$ cat src/rtl/tea_sched.sv
// tea_sched: two-requester round-robin scheduler in front of a fixed-latency tea core.
// Drains the core before any mode change and returns tagged results through a credit-checked FIFO.
module tea_sched #(
  parameter int NUM_STAGES = 4,
  parameter int RSP_DEPTH  = 8
) (
  input  logic             i_clk,
  input  logic             i_rst,
  input  logic [1:0]       i_req_valid,
  output logic [1:0]       o_req_ready,
  input  logic [1:0]       i_req_mode,
  input  logic [1:0][31:0] i_req_data,
  input  logic [1:0][63:0] i_req_key,
  output logic             o_rsp_valid,
  input  logic             i_rsp_ready,
  output logic [31:0]      o_rsp_data,
  output logic             o_rsp_id,
  output logic             o_rsp_mode,
  output logic             o_busy,
  output logic             o_tea_mode,
  output logic [31:0]      o_tea_input_data,
  output logic [63:0]      o_tea_encryption_key,
  input  logic [31:0]      i_tea_output_data
);

  localparam int PTR_W = $clog2(RSP_DEPTH);
  localparam int CNT_W = $clog2(RSP_DEPTH + NUM_STAGES + 1);

  typedef enum logic [1:0] {SETTLE, RUN, DRAIN, SWITCH} StateT;

  StateT r_state;
  StateT w_stateNext;

  logic r_curMode;
  logic r_rrPtr;
  logic r_lock;
  logic r_lockId;

  logic [NUM_STAGES-1:0] r_tagValid;
  logic [NUM_STAGES-1:0] r_tagId;
  logic [NUM_STAGES-1:0] r_tagMode;

  logic [33:0]      r_fifoMem [RSP_DEPTH];
  logic [PTR_W-1:0] r_wrPtr;
  logic [PTR_W-1:0] r_rdPtr;
  logic [PTR_W:0]   r_fifoCount;

  logic [CNT_W-1:0] w_inflightCount;
  logic             w_credit;
  logic             w_win;
  logic             w_winValid;
  logic             w_winMode;
  logic             w_inRun;
  logic             w_accept;
  logic             w_modeMiss;
  logic             w_stall;
  logic             w_push;
  logic             w_pop;
  logic             w_drained;

  always_comb begin
    w_inflightCount = '0;
    for (int i = 0; i < NUM_STAGES; i++) begin
      w_inflightCount = w_inflightCount + CNT_W'(r_tagValid[i]);
    end
  end

  // Words already in the core count against FIFO space, so a push can never find the FIFO full.
  assign w_credit = (CNT_W'(r_fifoCount) + w_inflightCount) < CNT_W'(RSP_DEPTH);

  always_comb begin
    w_win = r_rrPtr;
    if (r_lock) begin
      w_win = r_lockId;
    end else if (!i_req_valid[r_rrPtr]) begin
      w_win = ~r_rrPtr;
    end
  end

  assign w_winValid = i_req_valid[w_win];
  assign w_winMode  = i_req_mode[w_win];
  assign w_inRun    = (r_state == RUN);
  assign w_accept   = w_inRun && w_winValid && (w_winMode == r_curMode) && w_credit;
  assign w_modeMiss = w_inRun && w_winValid && (w_winMode != r_curMode);
  assign w_stall    = w_inRun && w_winValid && (w_winMode == r_curMode) && !w_credit;
  assign w_drained  = (w_inflightCount == '0);
  assign w_push     = r_tagValid[NUM_STAGES-1];
  assign w_pop      = o_rsp_valid && i_rsp_ready;

  always_comb begin
    w_stateNext          = r_state;
    o_req_ready          = '0;
    o_tea_input_data     = '0;
    o_tea_encryption_key = '0;
    case (r_state)
      SETTLE:  w_stateNext = RUN;
      RUN:     if (w_modeMiss) w_stateNext = DRAIN;
      DRAIN:   if (w_drained) w_stateNext = SWITCH;
      SWITCH:  w_stateNext = RUN;
      default: w_stateNext = SETTLE;
    endcase
    if (w_accept) begin
      o_req_ready[w_win]   = 1'b1;
      o_tea_input_data     = i_req_data[w_win];
      o_tea_encryption_key = i_req_key[w_win];
    end
  end

  // A blocked winner stays locked so the grant is not re-arbitrated while it waits.
  always_ff @(posedge i_clk) begin
    if (i_rst) begin
      r_state   <= SETTLE;
      r_curMode <= 1'b0;
      r_rrPtr   <= 1'b0;
      r_lock    <= 1'b0;
      r_lockId  <= 1'b0;
    end else begin
      r_state <= w_stateNext;
      if (w_accept) begin
        r_rrPtr <= ~w_win;
        r_lock  <= 1'b0;
      end else if (w_modeMiss || w_stall) begin
        r_lock   <= 1'b1;
        r_lockId <= w_win;
      end
      if (r_state == DRAIN && w_drained) begin
        r_curMode <= ~r_curMode;
      end
    end
  end

  always_ff @(posedge i_clk) begin
    if (i_rst) begin
      r_tagValid <= '0;
      r_tagId    <= '0;
      r_tagMode  <= '0;
    end else begin
      r_tagValid[0] <= w_accept;
      r_tagId[0]    <= w_win;
      r_tagMode[0]  <= r_curMode;
      for (int i = 1; i < NUM_STAGES; i++) begin
        r_tagValid[i] <= r_tagValid[i-1];
        r_tagId[i]    <= r_tagId[i-1];
        r_tagMode[i]  <= r_tagMode[i-1];
      end
    end
  end

  always_ff @(posedge i_clk) begin
    if (w_push) begin
      r_fifoMem[r_wrPtr] <= {i_tea_output_data, r_tagId[NUM_STAGES-1], r_tagMode[NUM_STAGES-1]};
    end
  end

  always_ff @(posedge i_clk) begin
    if (i_rst) begin
      r_wrPtr     <= '0;
      r_rdPtr     <= '0;
      r_fifoCount <= '0;
    end else begin
      if (w_push) r_wrPtr <= r_wrPtr + PTR_W'(1);
      if (w_pop)  r_rdPtr <= r_rdPtr + PTR_W'(1);
      if (w_push && !w_pop) begin
        r_fifoCount <= r_fifoCount + (PTR_W+1)'(1);
      end else if (!w_push && w_pop) begin
        r_fifoCount <= r_fifoCount - (PTR_W+1)'(1);
      end
    end
  end

  assign o_rsp_valid = (r_fifoCount != '0);
  assign {o_rsp_data, o_rsp_id, o_rsp_mode} = r_fifoMem[r_rdPtr];
  assign o_busy      = !w_drained || (r_fifoCount != '0) || (r_state != RUN);
  assign o_tea_mode  = r_curMode;

endmodule
$ cat config.mk
export PLATFORM = sky130hd
export DESIGN_NAME = tea_sched
export DESIGN_NICKNAME = d
export VERILOG_FILES = /design/src/rtl/tea_sched.sv
export SDC_FILE = /design/constraint.sdc
export NUM_CORES = 1
export LEC_CHECK = 0
export ABC_CLOCK_PERIOD_IN_PS = 4200
export CAP_MARGIN = 20
export CORE_MARGIN = 2
export CORE_UTILIZATION = 30
export DETAILED_ROUTE_END_ITERATION = 10
export DONT_BUFFER_PORTS = 1
export HOLD_SLACK_MARGIN = 0.08
export SYNTH_ARGS = -nofsm -noshare
export SYNTH_HDL_FRONTEND = slang
export SYNTH_SLANG_ARGS = --single-unit
$ cat constraint.sdc
create_clock -name i_clk -period 4.2 [get_ports i_clk]
set_clock_uncertainty 0.05 [all_clocks]
set_input_delay 1.05 -clock i_clk [delete_from_list [all_inputs] [get_ports i_clk]]
set_output_delay 1.05 -clock i_clk [all_outputs]
set_load 0.1 [all_outputs]
==> metrics <==
status=finished, violations left; failing checks=negative setup slack; most frequent cell after synthesis=edfxtp_1; Switching Share=approximately 44%; Total Wirelength=approximately 40000 µm; Ports=approximately 370; min-delay worst type=flip-flop to flip-flop; overall global routing resource usage=17.52%; EDFF count, synth=~270; CTS clock-pin slew for the worst setup and hold paths=roughly 0.060 ns; Worst EP arrival=3.61 ns; critical path endpoint=o_tea_encryption_key[7]; fraction of registers with async set/reset=0%; clk_lat worst skew=0.56 ns; area of the multi-input gates=roughly 5100 µm²; hold bufs inserted after CTS=0; worst vdd ir=~0.42 mV; synth unique cells=40; placed inst area=16550 µm²; Synth area leader=edfxtp_1; net switching power=5220 µW; drt wl/cell=approximately 25 µm; Worst Setup SP=r_tagValid[0]$_SDFF_PP0_; IO buf count=0; Max Cap Violations=0; initial antenna violation count=4; Max stage delay on crit path=0.48 ns; Clock Path Buffers=3; Syn Inst Count=about 860; Worst R2R Setup Slack=between 1 and 1.5 ns; Slew @ Worst Pin=0.8113 ns; gp weighted congestion=0.8843; dominant cells by area after synthesis=edfxtp_1, mux4_2, nand2_1, dfxtp_1, a21oi_1; reg2reg start=r_tagValid[0]$_SDFF_PP0_; largest net degree at the start of global routing=98; Comb power frac=between 40% and 50%; cell count after placement=roughly 1500; post-synthesis net count=1109; Mapped Area=~13000 µm²; Worst EP required=approximately 3.1 ns; Yosys reg bits=about 300; H-Tree Depth=1; final worst slack=-0.5080 ns; register area share after synthesis=between 60 and 70%; drt first-iter violations=just over 500; Synth warnings=0; share of layout cells above drive strength 1=42.47%; CTS Sinks=303; # setup viols final=just under 100; final worst path period share=112.1%; cell row count=76; Layout area overhead=41.59%; CORE AREA=~43000 µm²; die width=about 210 µm; HPWL after DPL=approximately 28000 µm; part of the power in registers=between 20% and 30%; average size of a mapped cell=approximately 15 µm²; relative slew slack=a little under half; max-slew violations=0; Setup Crit Path Kind=flip-flop to primary output; die area=roughly 45000 µm²; # DRC=0; worst reg-to-reg path cell count=13; synth cell count leaders=edfxtp_1, nand2_1, a21oi_1, mux4_2, clkbuf_1; Final #Nets=1251; Fin. Hold Viols=0; dominant synthesized flop cell=edfxtp_1; Crit Path Max Fanout=7; TritonCTS Buffers=30; first-pass GRT wire length=about 57000 µm; vias in the first global route=8325; CP Capture Type=primary output; Tmin final=approximately 4.7 ns; RSZ-0062 raised after global routing=yes; Final Non-Filler Cells=1616; Leak=around 0.0058 µW; DRT antenna net count=0; setup TNS=-43.88 ns; CTS tree=built; Slowest-stage cell, CP=fa_1; fin area=about 18000 µm²; crit path cell chain=fa_1 -> ha_2 -> ha_4 -> ha_4 -> a31o_4 -> a21oi_4 -> xor2_2 -> nand3_4 -> buf_12 -> buf_16 -> a21oi_4 -> buf_12; Startpoint Class=flip-flop; number of fill cells=between 3000 and 4000; GRT overflow=0; DIE HEIGHT=around 210 µm; initial core utilization=between 30% and 40%; Pwr Density=649.8 nW/µm²; clock network power share=22.0%; vias=7929; FF-to-FF End=r_lock$_SDFFE_PP0P_; internal power=roughly 6700 µW; Root Driver=clkbuf_16; FMAX=212.4 MHz; register area=between 8000 and 9000 µm²; Synth top area share=between 60% and 70%; TritonRoute pass-1 iters=5; vias per cell=between 4 and 5
stage by stage:
step | power (µW) | utilization [%] | setup slack [ns] | hold slack (ns)
after floorplan | 7239 | - | -0.8785 | 0.3638
after global placement | 8860 | 38.60 | -0.03071 | 0.3728
after detailed placement | 8881 | 38.60 | -0.03651 | 0.3712
after CTS | 11930 | 42.43 | -0.5618 | 0.3851
after global routing | 12350 | 42.83 | -0.6283 | 0.4026
final | 11940 | 42.83 | -0.5080 | 0.3842
cell type report:
cell class              instances  area share, %
inverters                       7         0.1430
diodes                          2        0.02725
clock buffers                  39          4.543
clock inverters                16         0.8582
repair buffers                165          14.71
multi-input cells             499          27.81
well taps                     585          3.985
flip-flops and latches        303          47.92
kinds of logic after synthesis:
logic type | Yosys count | synth area share (%)
adders and majority gates | 14 | 1.466
muxes | 106 | 15.06
DFF | 303 | 67.74
xor gates and xnor gates | 10 | 0.7330
buffers and inverters | 62 | 1.919
AOI/OAI and AO/OA | 119 | 5.324
and+or+nand+nor | 250 | 7.754
placed cells by master, fill, tap and decap left out, types with 11 or more instances in the layout:
master	n
edfxtp_1	272
mux4_2	68
mux2_2	34
clkbuf_16	32
nor2b_1	11
buf_12	108
buf_4	46
nor2_1	14
nand2_1	202
a21oi_4	97
dfxtp_1	26
critical path: cells and delay by family, from the launching register on:
family                   cells  cell delay [ns]
AND/OR/NAND/NOR              1             0.15
buffers and inverters        3             0.53
XOR/XNOR                     1             0.22
flip-flops                   1             0.33
AO/OA/AOI/OAI                3             0.64
adder cells (fa/ha/maj)      4             1.15
power groups by stage:
stage | sequential (µW) | clock [µW] | combinational (µW)
CTS | 3420 | 2700 | 5810
detailed placement | 3490 | 0 | 5390
global placement | 3490 | 0 | 5370
global route | 3430 | 2810 | 6110
finish | 3420 | 2630 | 5880
floorplan | 3480 | 0 | 3760
per-layer routing:
| layer | part of all wire [%] | global-route usage, % | up-vias |
|---|---|---|---|
| li1 | - | - | 3541 |
| met1 | 34 | 18.54 | 4015 |
| met2 | 55 | 33.18 | 308 |
| met3 | 6.7 | 3.991 | 63 |
| met4 | 4.4 | 7.309 | 2 |
| met5 | 0.040 | 0 | - |
worst min path at each step:
stage | startpoint | to | depth (start not counted)
final | r_tagId[0]$_SDFF_PP0_ | r_tagId[1]$_SDFF_PP0_ | 1
after global routing | r_tagMode[1]$_SDFF_PP0_ | r_tagMode[2]$_SDFF_PP0_ | 1
after CTS | r_tagId[0]$_SDFF_PP0_ | r_tagId[1]$_SDFF_PP0_ | 1
after detailed placement | r_tagId[0]$_SDFF_PP0_ | r_tagId[1]$_SDFF_PP0_ | 1
after global placement | r_tagId[0]$_SDFF_PP0_ | r_tagId[1]$_SDFF_PP0_ | 1
after floorplan | r_tagId[0]$_SDFF_PP0_ | r_tagId[1]$_SDFF_PP0_ | 1
sequential cells by signal (all words and copies together), names as in the netlist, named ones only:
name,count
r_lockId,1
r_fifoCount,4
r_state,2
o_tea_mode,1
r_tagId,4
r_tagValid,4
r_rdPtr,3
r_lock,1
r_wrPtr,3
r_tagMode,4
r_fifoMem,272
r_rrPtr,1
repair_timing:
action	CTS	global route
setup endpoints to repair	98	98
pin swaps	4	1
cloned	2	3
resized for setup	76	13
endpoints found under the hold margin	0	0
setup buffers	11	10
No activity file was read; power rests on OpenSTA's default activity.
